[config.mk]
export PLATFORM = sky130hd
export DESIGN_NAME = key_scan_multi
export DESIGN_NICKNAME = d
export VERILOG_FILES = /design/src/rtl/key_scan_multi.sv
export SDC_FILE = /design/constraint.sdc
export NUM_CORES = 1
export LEC_CHECK = 0
export CAP_MARGIN = 10
export CORE_UTILIZATION = 40
export DETAILED_ROUTE_END_ITERATION = 10
export GPL_TIMING_DRIVEN = 1
export MAX_ROUTING_LAYER = met4
export PLACE_DENSITY = 0.64
export RECOVER_POWER = 25
export SLEW_MARGIN = 5
export SYNTH_ARGS = -nofsm -noshare
export SYNTH_HDL_FRONTEND = slang
export SYNTH_SLANG_ARGS = --single-unit
[constraint.sdc]
create_clock -name CLK -period 2.8 [get_ports CLK]
set_input_delay 0.56 -clock CLK [delete_from_list [all_inputs] [get_ports CLK]]
set_output_delay 0.56 -clock CLK [all_outputs]
set_load 0.01 [all_outputs]
[src/rtl/key_scan_multi.sv]
// Multi-channel key scanner: per-key synchronizer, debounce FSM, and long-press detection.
// Each channel reports a debounced level and one-cycle press, release and long-press pulses.
module key_scan_multi #(
  parameter int unsigned N_KEYS      = 4,
  parameter int unsigned DB_CYCLES   = 500000,
  parameter int unsigned LONG_CYCLES = 50000000,
  parameter bit          ACTIVE_LOW  = 1'b1
) (
  input  logic              CLK,
  input  logic              RST,
  input  logic [N_KEYS-1:0] Pin_In,
  output logic [N_KEYS-1:0] Key_Level,
  output logic [N_KEYS-1:0] Press_Pulse,
  output logic [N_KEYS-1:0] Release_Pulse,
  output logic [N_KEYS-1:0] Long_Pulse
);

  localparam int unsigned DB_W    = $clog2(DB_CYCLES + 1);
  localparam int unsigned HOLD_W  = (LONG_CYCLES > 0) ? $clog2(LONG_CYCLES + 1) : 1;
  localparam bit          LONG_EN = (LONG_CYCLES != 0);
  localparam logic [DB_W-1:0]   DB_MAX   = DB_W'(DB_CYCLES);
  localparam logic [HOLD_W-1:0] HOLD_MAX = HOLD_W'(LONG_CYCLES);
  localparam logic              PIN_IDLE = ACTIVE_LOW;

  typedef enum logic [1:0] {
    IDLE     = 2'd0,
    PRESS_DB = 2'd1,
    HELD     = 2'd2,
    REL_DB   = 2'd3
  } state_e;

  logic [N_KEYS-1:0] sync1_q;
  logic [N_KEYS-1:0] sync2_q;
  logic [N_KEYS-1:0] pressed_c;

  // Two-flop synchronizer; reset loads the released pin level so no phantom press appears.
  always_ff @(posedge CLK) begin
    if (RST) begin
      sync1_q <= {N_KEYS{PIN_IDLE}};
      sync2_q <= {N_KEYS{PIN_IDLE}};
    end else begin
      sync1_q <= Pin_In;
      sync2_q <= sync1_q;
    end
  end

  assign pressed_c = ACTIVE_LOW ? ~sync2_q : sync2_q;

  for (genvar i = 0; i < N_KEYS; i++) begin : g_ch
    state_e            state_q, state_d;
    logic [DB_W-1:0]   db_q, db_d;
    logic [HOLD_W-1:0] hold_q, hold_d;
    logic              level_q, level_d;
    logic              press_q, press_d;
    logic              rel_q, rel_d;
    logic              long_q, long_d;
    logic              p;

    assign p = pressed_c[i];

    always_ff @(posedge CLK) begin
      if (RST) begin
        state_q <= IDLE;
        db_q    <= '0;
        hold_q  <= '0;
        level_q <= 1'b0;
        press_q <= 1'b0;
        rel_q   <= 1'b0;
        long_q  <= 1'b0;
      end else begin
        state_q <= state_d;
        db_q    <= db_d;
        hold_q  <= hold_d;
        level_q <= level_d;
        press_q <= press_d;
        rel_q   <= rel_d;
        long_q  <= long_d;
      end
    end

    // Next state and counters; hold counter runs (saturating) through HELD and REL_DB.
    always_comb begin
      state_d = state_q;
      db_d    = db_q;
      hold_d  = hold_q;
      case (state_q)
        IDLE: begin
          if (p) begin
            state_d = PRESS_DB;
            db_d    = '0;
          end
        end
        PRESS_DB: begin
          if (!p) begin
            state_d = IDLE;
          end else if (db_q == DB_MAX) begin
            state_d = HELD;
            hold_d  = '0;
          end else begin
            db_d = db_q + DB_W'(1);
          end
        end
        HELD: begin
          if (hold_q != HOLD_MAX) hold_d = hold_q + HOLD_W'(1);
          if (!p) begin
            state_d = REL_DB;
            db_d    = '0;
          end
        end
        REL_DB: begin
          if (hold_q != HOLD_MAX) hold_d = hold_q + HOLD_W'(1);
          if (p) begin
            state_d = HELD;
          end else if (db_q == DB_MAX) begin
            state_d = IDLE;
          end else begin
            db_d = db_q + DB_W'(1);
          end
        end
        default: state_d = IDLE;
      endcase
    end

    // Output decode from the transition being taken; results land in the output registers.
    always_comb begin
      level_d = level_q;
      press_d = 1'b0;
      rel_d   = 1'b0;
      long_d  = 1'b0;
      if (state_q == PRESS_DB && state_d == HELD) begin
        level_d = 1'b1;
        press_d = 1'b1;
      end
      if (state_q == REL_DB && state_d == IDLE) begin
        level_d = 1'b0;
        rel_d   = 1'b1;
      end
      if (LONG_EN && (state_q == HELD || state_q == REL_DB) && state_d != IDLE &&
          hold_q != HOLD_MAX && hold_d == HOLD_MAX) begin
        long_d = 1'b1;
      end
    end

    assign Key_Level[i]     = level_q;
    assign Press_Pulse[i]   = press_q;
    assign Release_Pulse[i] = rel_q;
    assign Long_Pulse[i]    = long_q;
  end

endmodule
==> results.yml <==
run_status:
  status: "complete, no violations"
detailed_routing:
  wl_per_cell_um: 14.8
  routed_wirelength_um: 27600
  vias: 10186
  viasPerCell: 5.47
  drt_first_pass_iters: 7
  first_iter_violations: 744
  ant_nets: 0
  drc_errors: 0
hold_path:
  holdPathStages: 1
  hold_path.startpoint: "sync1_q[3]$_SDFF_PP1_"
  min_to: "sync2_q[3]$_SDFF_PP1_"
  hold_class: "flop to flop"
floorplanning:
  num_rows: 61
  die_h_um: 171
  pin_count: 22
  initial_core_util_pct: 40.9
  coreArea_mm2: 0.0280
  dieArea_mm2: 0.0293
  die-width_um: 171
setup_path:
  start_kind: "flop"
  crit_buf_inv: 1
  worstSetupEndpointType: "flop"
  cp_slowest_stage_delay_ns: 0.57
  cpMaxStageDelayCell: "or4_1"
  crit_fanout: 12
  cp_common_cell: "or4_1"
  crit_required_ns: 3.23
  r2r_start: "g_ch[2].db_q[3]$_SDFFE_PP0P_"
  critPathArrivalTime_ns: 3.08
  crit_family: "simple AND/OR/NAND/NOR gates"
  r2r_slack_ns: 0.15
  ff2ff_path_depth: 8
  r2r_end: "g_ch[2].long_q$_SDFF_PP0_"
  crit_chain: "nor4b_4 -> nand2_2 -> or4_1 -> buf_4 -> o211ai_1 -> nand4_1 -> or4_1 -> a2111oi_2"
  path_class: "flop to flop"
  setup.worst_path.start: "g_ch[2].db_q[3]$_SDFFE_PP0P_"
sta:
  setup_tns_ns: 0
  relSlewSlack_pct: 18.8
  worst_slack_ns: 0.152
  fmax_mhz: 378
  layout_worst_path_cycle_share_pct: 94.6
  hold_viol_final: 0
  rsz0062_at_grt: "true"
  fin_crit_ns: 2.65
  fin_skew_ns: 0.0105
  setup_violations: 0
  tightest_slew_ns: 1.21
  hold-worst-slack_ns: 0.407
  drv_slew: 0
synthesis:
  synthFlopType: "dfxtp_1"
  synth-seq-cells: 212
  synth_edf_count: 0
  synth_top_area_share_pct: 37.0
  synth_cell_types: 75
  synth_warnings: 0
  syn-num-nets: 1458
  netlist_instances: 1436
  ys_async_sr_fraction_pct: 0
  syn-cell-area_mm2: 0.0115
  synth.avg_cell_area_um2: 7.98
  yosysSeqAreaShare_pct: 37.0
  yosysMostFrequentCell: "dfxtp_1"
  synth_top_area_cell: "dfxtp_1"
  synth_area_leaders: "dfxtp_1, xor2_1, nor2_1"
  synthTopCellsByCount: "dfxtp_1, nor2_1, nand2_1"
clock_tree:
  post_cts_buffers: 0
  htree_num_levels: 1
  numCtsBuffers: 25
  clk_pin_slew_ns: 0.06
  cts_tree: "built"
  cts_buffer_depth: 3
  cts_sinks: 212
  worst_skew_pair.late_latency_ns: 0.53
  cts_root_buf: "clkbuf_16"
placement:
  hpwl_um: 19400
  gp_congestion: 0.982
  pre_cts_ws_ns: 0.137
  portBuffers: 21
  dp.cells: 1813
layout:
  final_core_util_pct: 46.6
  syn2layout_area_growth_pct: 14.0
  seqCellArea_mm2: 0.00424
  stdcell_count: 1861
  fillers: 2795
  multi_input_area_mm2: 0.00666
  n_antenna_cell: 0
  drive_above_1_share_pct: 11.2
  final_nets: 1486
power_and_ir_drop:
  power_frac_clock_pct: 51.3
  p_int_mw: 5.09
  switching_share_pct: 21.4
  power_frac_seq_pct: 47.0
  p_sw_mw: 1.38
  p_leak_nw: 4.52
  ir_worst_vdd_v: 0.000338
  power_per_cell_area_mw_per_mm2: 495
  p_comb_share_pct: 1.7
grt:
  grt_pass1_wl_um: 46800
  antenna_found_initial: 0
  first_global_vias: 9495
  grt_max_degree: 44
  grt_usage_pct: 19.7
  overflow: 0
job:
  maxCapViolations: 0
-- sequential cells by signal, summed over array words and instances, names as in the netlist --
name / count
g_ch.hold_q: 104
g_ch.state_q: 8
g_ch.db_q: 76
g_ch.level_q: 4
g_ch.long_q: 4
g_ch.rel_q: 4
sync1_q: 4
sync2_q: 4
g_ch.press_q: 4
-- through the flow --
stage          instance area (um2)  power [mW]
3_3_place_gp                 12200        3.22
6_report                     13100        6.47
3_5_place_dp                 12200        3.23
2_1_floorplan                11500        3.18
5_1_grt                      13100        6.72
4_1_cts                      13100        6.59
-- routing by layer --
metal	GRT usage, %	up-vias	part of all wire (%)
met2	31.3	202	46
met3	2.60	43	3.9
met5	-	-	0
li1	-	5174	-
met4	5.63	0	1.7
met1	26.1	4767	49
-- cell families after synthesis --
| group | synth area share, % |
|---|---|
| xor+xnor | 8.18 |
| compound gates | 11.7 |
| buf+inv | 4.93 |
| flops | 37.0 |
| simple gates | 35.1 |
| mux | 1.28 |
| fa+ha+maj | 1.75 |
-- how the worst max path moves through the flow --
stage,slack [ns],end,cells past startpoint
2_1_floorplan,0.31,g_ch[2].long_q$_SDFF_PP0_,8
3_3_place_gp,0.15,g_ch[2].long_q$_SDFF_PP0_,6
3_5_place_dp,0.14,g_ch[2].long_q$_SDFF_PP0_,8
4_1_cts,0.11,g_ch[2].long_q$_SDFF_PP0_,8
5_1_grt,-0.03,g_ch[2].long_q$_SDFF_PP0_,8
6_report,0.15,g_ch[2].long_q$_SDFF_PP0_,8
-- power groups by stage --
stage	combinational [mW]	sequential, mW	clock [mW]
floorplan	0.0777	3.10	0
global placement	0.116	3.11	0
detailed placement	0.117	3.11	0
CTS	0.117	3.04	3.44
global route	0.126	3.04	3.56
finish	0.113	3.04	3.32
-- worst register-to-register path: stages (launching register included) --
cell	delay, ns
dfxtp_1	0.37
nor4b_4	0.34
nand2_2	0.13
or4_1	0.57
buf_4	0.23
o211ai_1	0.13
nand4_1	0.14
or4_1	0.44
a2111oi_2	0.20
-- what timing repair did --
action	CTS	global route
hold buffers	0	0
gates resized for setup	0	3
setup endpoints to repair	0	3
-- layout by cell type, fill, tap and decap left out, types with 8 or more instances in the layout --
master,n
a21oi_1,83
a31oi_1,9
and2_1,15
and3_1,44
buf_4,61
clkbuf_1,11
clkbuf_16,25
clkdlybuf4s50_1,19
dfxtp_1,212
ha_1,16
inv_1,38
mux2i_1,9
nand2_1,133
nand2b_1,10
nand3_1,79
nand4_1,69
nand4b_1,12
nor2_1,174
nor2b_1,8
nor3_1,34
nor4_1,21
nor4b_1,14
o211ai_1,8
o21a_1,10
o21ai_0,56
or2_2,29
or3_1,35
or4_1,10
xnor2_1,28
xor2_1,79
-- final cells by class --
type,instances,area share [%]
Multi-Input combinational cell,1096,51.0
Tap cell,378,3.62
Inverter,39,1.12
Clock inverter,12,1.09
Clock buffer,34,5.35
Sequential cell,212,32.5
Timing Repair Buffer,90,5.32
Note: power is estimated with default switching activity, not from simulation.
